===== src/rtl/fibo_request_arbiter.sv =====
// Round-robin front end that shares one fibonacci calculator among NUM_REQ clients,
// with operand range screening and a completion timeout on the engine.
module fibo_request_arbiter #(
   parameter int NUM_REQ        = 4,
   parameter int MAX_N          = 24,
   parameter int TIMEOUT_CYCLES = 64,
   localparam int ID_W          = $clog2(NUM_REQ)
) (
   input  logic                 clk,
   input  logic                 reset,
   input  logic [NUM_REQ-1:0]   req_valid,
   input  logic [NUM_REQ*5-1:0] req_n,
   output logic [NUM_REQ-1:0]   req_ready,
   output logic                 resp_valid,
   input  logic                 resp_ready,
   output logic [ID_W-1:0]      resp_id,
   output logic [15:0]          resp_data,
   output logic                 resp_err,
   output logic [4:0]           calc_input_s,
   output logic                 calc_begin,
   input  logic [15:0]          calc_fibo_out,
   input  logic                 calc_done,
   output logic                 busy
);

   localparam int TW = (TIMEOUT_CYCLES > 2) ? $clog2(TIMEOUT_CYCLES) : 1;
   localparam logic [TW-1:0] TIMER_LAST = TW'(TIMEOUT_CYCLES - 1);

   typedef enum logic [1:0] {
      ST_IDLE  = 2'd0,
      ST_ISSUE = 2'd1,
      ST_WAIT  = 2'd2,
      ST_RESP  = 2'd3
   } state_t;

   state_t          state;
   logic [ID_W-1:0] rr_ptr;
   logic [TW-1:0]   timer;

   logic            grant_found_s;
   logic [ID_W-1:0] grant_id_s;
   logic [ID_W-1:0] scan_idx_s;
   logic [4:0]      grant_n_s;
   logic            range_err_s;

   // Round-robin search starting just after the last served requester.
   always_comb begin
      grant_found_s = 1'b0;
      grant_id_s    = '0;
      scan_idx_s    = '0;
      for (int k = 1; k <= NUM_REQ; k++) begin
         scan_idx_s = ID_W'((int'(rr_ptr) + k) % NUM_REQ);
         if (!grant_found_s && req_valid[scan_idx_s]) begin
            grant_found_s = 1'b1;
            grant_id_s    = scan_idx_s;
         end else begin
            grant_found_s = grant_found_s;
         end
      end
   end

   // Operand of the current winner and its range screen.
   always_comb begin
      grant_n_s = 5'd0;
      for (int i = 0; i < NUM_REQ; i++) begin
         if (grant_id_s == ID_W'(i)) begin
            grant_n_s = req_n[5*i +: 5];
         end else begin
            grant_n_s = grant_n_s;
         end
      end
      range_err_s = ({27'd0, grant_n_s} > 32'(MAX_N));
   end

   // Accept strobe is only offered while idle and out of reset.
   always_comb begin
      req_ready = '0;
      if (reset && (state == ST_IDLE) && grant_found_s) begin
         req_ready[grant_id_s] = 1'b1;
      end else begin
         req_ready = '0;
      end
   end

   // Job sequencer: accept, start the engine, wait for completion, hand back the result.
   always_ff @(posedge clk or negedge reset) begin
      if (!reset) begin
         state        <= ST_IDLE;
         rr_ptr       <= ID_W'(NUM_REQ - 1);
         timer        <= '0;
         resp_valid   <= 1'b0;
         resp_id      <= '0;
         resp_data    <= 16'd0;
         resp_err     <= 1'b0;
         calc_input_s <= 5'd0;
         calc_begin   <= 1'b0;
         busy         <= 1'b0;
      end else begin
         calc_begin <= 1'b0;
         case (state)
            ST_IDLE: begin
               timer <= '0;
               if (grant_found_s) begin
                  resp_id <= grant_id_s;
                  busy    <= 1'b1;
                  if (range_err_s) begin
                     // Out-of-range operands never reach the engine.
                     resp_data  <= 16'd0;
                     resp_err   <= 1'b1;
                     resp_valid <= 1'b1;
                     state      <= ST_RESP;
                  end else begin
                     calc_input_s <= grant_n_s;
                     calc_begin   <= 1'b1;
                     state        <= ST_ISSUE;
                  end
               end else begin
                  busy <= 1'b0;
               end
            end
            ST_ISSUE: begin
               timer <= '0;
               state <= ST_WAIT;
            end
            ST_WAIT: begin
               if (calc_done) begin
                  resp_data  <= calc_fibo_out;
                  resp_err   <= 1'b0;
                  resp_valid <= 1'b1;
                  state      <= ST_RESP;
               end else if (timer == TIMER_LAST) begin
                  resp_data  <= 16'd0;
                  resp_err   <= 1'b1;
                  resp_valid <= 1'b1;
                  state      <= ST_RESP;
               end else begin
                  timer <= timer + 1'b1;
               end
            end
            ST_RESP: begin
               if (resp_ready) begin
                  resp_valid   <= 1'b0;
                  rr_ptr       <= resp_id;
                  calc_input_s <= 5'd0;
                  busy         <= 1'b0;
                  state        <= ST_IDLE;
               end else begin
                  resp_valid <= 1'b1;
               end
            end
            default: begin
               state        <= ST_IDLE;
               resp_valid   <= 1'b0;
               calc_input_s <= 5'd0;
               busy         <= 1'b0;
            end
         endcase
      end
   end

endmodule


===== config.mk =====
export PLATFORM = sky130hd
export DESIGN_NAME = fibo_request_arbiter
export DESIGN_NICKNAME = d
export VERILOG_FILES = /design/src/rtl/fibo_request_arbiter.sv
export SDC_FILE = /design/constraint.sdc
export NUM_CORES = 1
export LEC_CHECK = 0
export BUFFER_PORTS_ARGS = -buffer_cell sky130_fd_sc_hd__buf_4
export CORE_UTILIZATION = 55
export CTS_BUF_LIST = sky130_fd_sc_hd__clkbuf_2 sky130_fd_sc_hd__clkbuf_4 sky130_fd_sc_hd__clkbuf_8
export DETAILED_ROUTE_END_ITERATION = 8
export GPL_ROUTABILITY_DRIVEN = 0
export PLACE_DENSITY_LB_ADDON = 0.3
export SLEW_MARGIN = 20
export SYNTH_ARGS = -nofsm -noshare
export SYNTH_HDL_FRONTEND = slang
export SYNTH_SLANG_ARGS = --single-unit

===== constraint.sdc =====
create_clock -name clk -period 4.2 [get_ports clk]
set_input_delay 0.63 -clock clk [delete_from_list [all_inputs] [get_ports clk]]
set_output_delay 0.63 -clock clk [all_outputs]
set_load 0.03 [all_outputs]

==> results.md <==
* Status: completed
* Worst slew margin at 0.573
* Seq/Total Area, Yosys at 0.465
* Post CTS Setup Buffer Count at 0
* Synth top area cells: dfrtp_1, a22o_1, nand2_1
* Most common cell after layout, fill and taps aside: buf_4
* Fmax at 344 MHz
* GRT overflow at 0
* Main flop type after synthesis: dfrtp_1
* # diodes at 0
* Die width at 62.3 µm
* Initial DRC Count at 124
* Post-CTS resize count at 0
* Yosys reg bits at 37
* Max H-tree Level at 2
* Nets at 315
* Clock Path Buffers at 2
* Number of synthesized flops with an enable pin at 0
* Final Hold Viols at 0
* RSZ-0062 raised after global routing: false
* Post-synth top area share at 0.438
* CTS Buf Count at 5
* Maximum VDD drop at 0.000339 V
* Most frequent cells in the layout: buf_4, dfrtp_1, nand2_1
* FF-to-FF path depth at 7
* Crit-path cells: mux2i_1 -> o221a_1 -> mux4_2 -> nand2_2 -> a211oi_2 -> o21bai_4 -> a22o_1
* Hold Crit Class: input port to asynchronous set/reset pin
* Mean post-synth cell area at 10.5 µm²
* Chip Height at 62.3 µm
* Final setup vio count at 0
* GRT met2 Usage at 0.456
* WL/cell at 15.6 µm
* Cell accounting for the most synthesized area: dfrtp_1
* Core area at 3420 µm²
* Crit. End Element: register
* Hold_buf cts at 0
* Setup TNS at 0 ns
* Initial antenna violation count at 0
* Vias in the first global route at 1757
* Crit path kind: register to register
* Crit path DAT at 3.19 ns
* GRT Total Usage at 0.272
* CTS clock-pin slew for the worst setup and hold paths at 0.12 ns
* Synth Instances at 191
* Share of layout cells above drive strength 1 at 0.375
* Max Slew Vio Count at 0
* Number of max-cap violations at 0
* # rows at 21
* Critical Path Fanout Max at 17
* Met1 Resource Use GR at 0.350
* PnR Total Power at 2.03 mW
* Post-synth cell types at 46
* Initial Util at 0.585
* Crit-path max cell delay at 0.62 ns
* Die area at 3880 µm²
* PwrDens at 761 nW/µm²
* # DRC at 0
* Largest net degree at the start of global routing at 39
* Skew-Pair Late Insertion Delay at 0.34 ns
* Fin Hold WS at 0.230 ns
* Layout area overhead at 33.4%
* Skew final at 0.0117 ns
* Global route hottest layer: met2
* Ys async rst share at 1.00
* Via/cell ratio at 5.82
* Dpl hpwl at 3.58 mm
* Critical Path RT at 4.48 ns
* Filler cells at 244
* Clock root buffer: clkbuf_4
* I/O pins at 75
* Worst-margin pin slew at 0.634 ns
* Post-layout min period at 2.91 ns
* Synth warn at 0
* Clk sinks at 37
* Mapped cell area at 2000 µm²
* Final std cells w/o fill at 313
* Placed Area at 2570 µm²
* Post-DRT Antenna Nets at 0
* Synthesized net count at 240
* Final instance area at 2670 µm²
* Lkg Pwr at 1.27 nW
* Routed WL at 4.87 mm
* Vias at 1822
* TritonCTS clock tree: built
* Critical path's slowest cell: dfstp_2
* Crit start category: register
* Final Cycle Share at 0.692
* Met3 Track Usage GR at 0.0625
* Placed Cells at 305
* Port bufs at 74
* First-pass GRT wire length at 8.31 mm
* DR pass1 iterations at 4
==> worst max-delay path, delay by kind of cell (launching register included) <==
| family | cells | cell delay (ns) |
|---|---|---|
| multiplexers | 2 | 0.90 |
| AO/OA/AOI/OAI | 4 | 1.17 |
| flip-flops | 1 | 0.62 |
| AND/OR/NAND/NOR | 1 | 0.16 |
==> cell usage after synthesis (3+ instances only) <==
| library cell | count |
|---|---|
| nor2_1 | 13 |
| o31ai_1 | 3 |
| a22o_1 | 18 |
| a21boi_0 | 3 |
| a21oi_1 | 11 |
| dfrtp_1 | 35 |
| o21ai_1 | 3 |
| o21ai_0 | 6 |
| mux4_2 | 3 |
| nor3_1 | 7 |
| nand2_1 | 20 |
| buf_2 | 3 |
| inv_1 | 8 |
| nand3_1 | 9 |
| mux2_2 | 3 |
| ha_1 | 5 |
==> per-stage QoR <==
stage	util	worst slack [ns]
after floorplan	-	1.44
after global placement	0.752	1.25
after detailed placement	0.752	1.11
after CTS	0.778	1.29
after global routing	0.780	1.10
final	0.780	1.29
==> cell families (layout without fill, tap and decap cells) <==
logic type,Yosys count,after routing,synth area share
compound gates,61,61,0.243
fa+ha+maj,5,5,0.0313
xor+xnor,2,2,0.00877
buf+inv,14,90,0.0357
simple gates,63,63,0.150
mux,9,9,0.0664
flops,37,37,0.465
==> layout make-up <==
class                   instances  area (µm²)  area share
multi-input cells             140        1000       0.377
flip-flops and latches         37         928       0.348
repair buffers                 74         556       0.208
well taps                      46        57.6      0.0216
clock buffers                   6        51.3      0.0192
clock inverters                 2        37.5      0.0141
inverters                       8        30.0      0.0113
==> registers in the layout, summed over array words and instances (netlist names) <==
name          cells
state             2
resp_id           2
resp_err          1
timer             6
calc_begin        1
busy              1
rr_ptr            2
calc_input_s      5
resp_data        16
resp_valid        1
==> worst paths after layout <==
check / from / to / slack [ns]
max in group asynchronous: reset / rr_ptr[1]$_DFFE_PN1P_ / 3.62
min in group clk: calc_fibo_out[10] / resp_data[10]$_DFFE_PN0P_ / 0.50
hold reg to reg: resp_data[7]$_DFFE_PN0P_ / resp_data[7]$_DFFE_PN0P_ / 0.52
hold / removal: reset / resp_data[10]$_DFFE_PN0P_ / 0.23
setup / recovery: rr_ptr[1]$_DFFE_PN1P_ / resp_data[8]$_DFFE_PN0P_ / 1.29
setup reg to reg: rr_ptr[1]$_DFFE_PN1P_ / resp_data[8]$_DFFE_PN0P_ / 1.29
==> routing by layer <==
layer	vias to the layer above	part of all wire
met3	12	0.062
li1	856	-
met1	872	0.43
met2	82	0.48
met4	0	0.022
met5	-	0
==> power by group <==
| part | internal (mW) | switching [mW] |
|---|---|---|
| clock | 0.142 | 0.123 |
| sequential | 0.511 | 0.113 |
| combinational | 0.448 | 0.690 |
No activity file was read; power rests on OpenSTA's default activity.
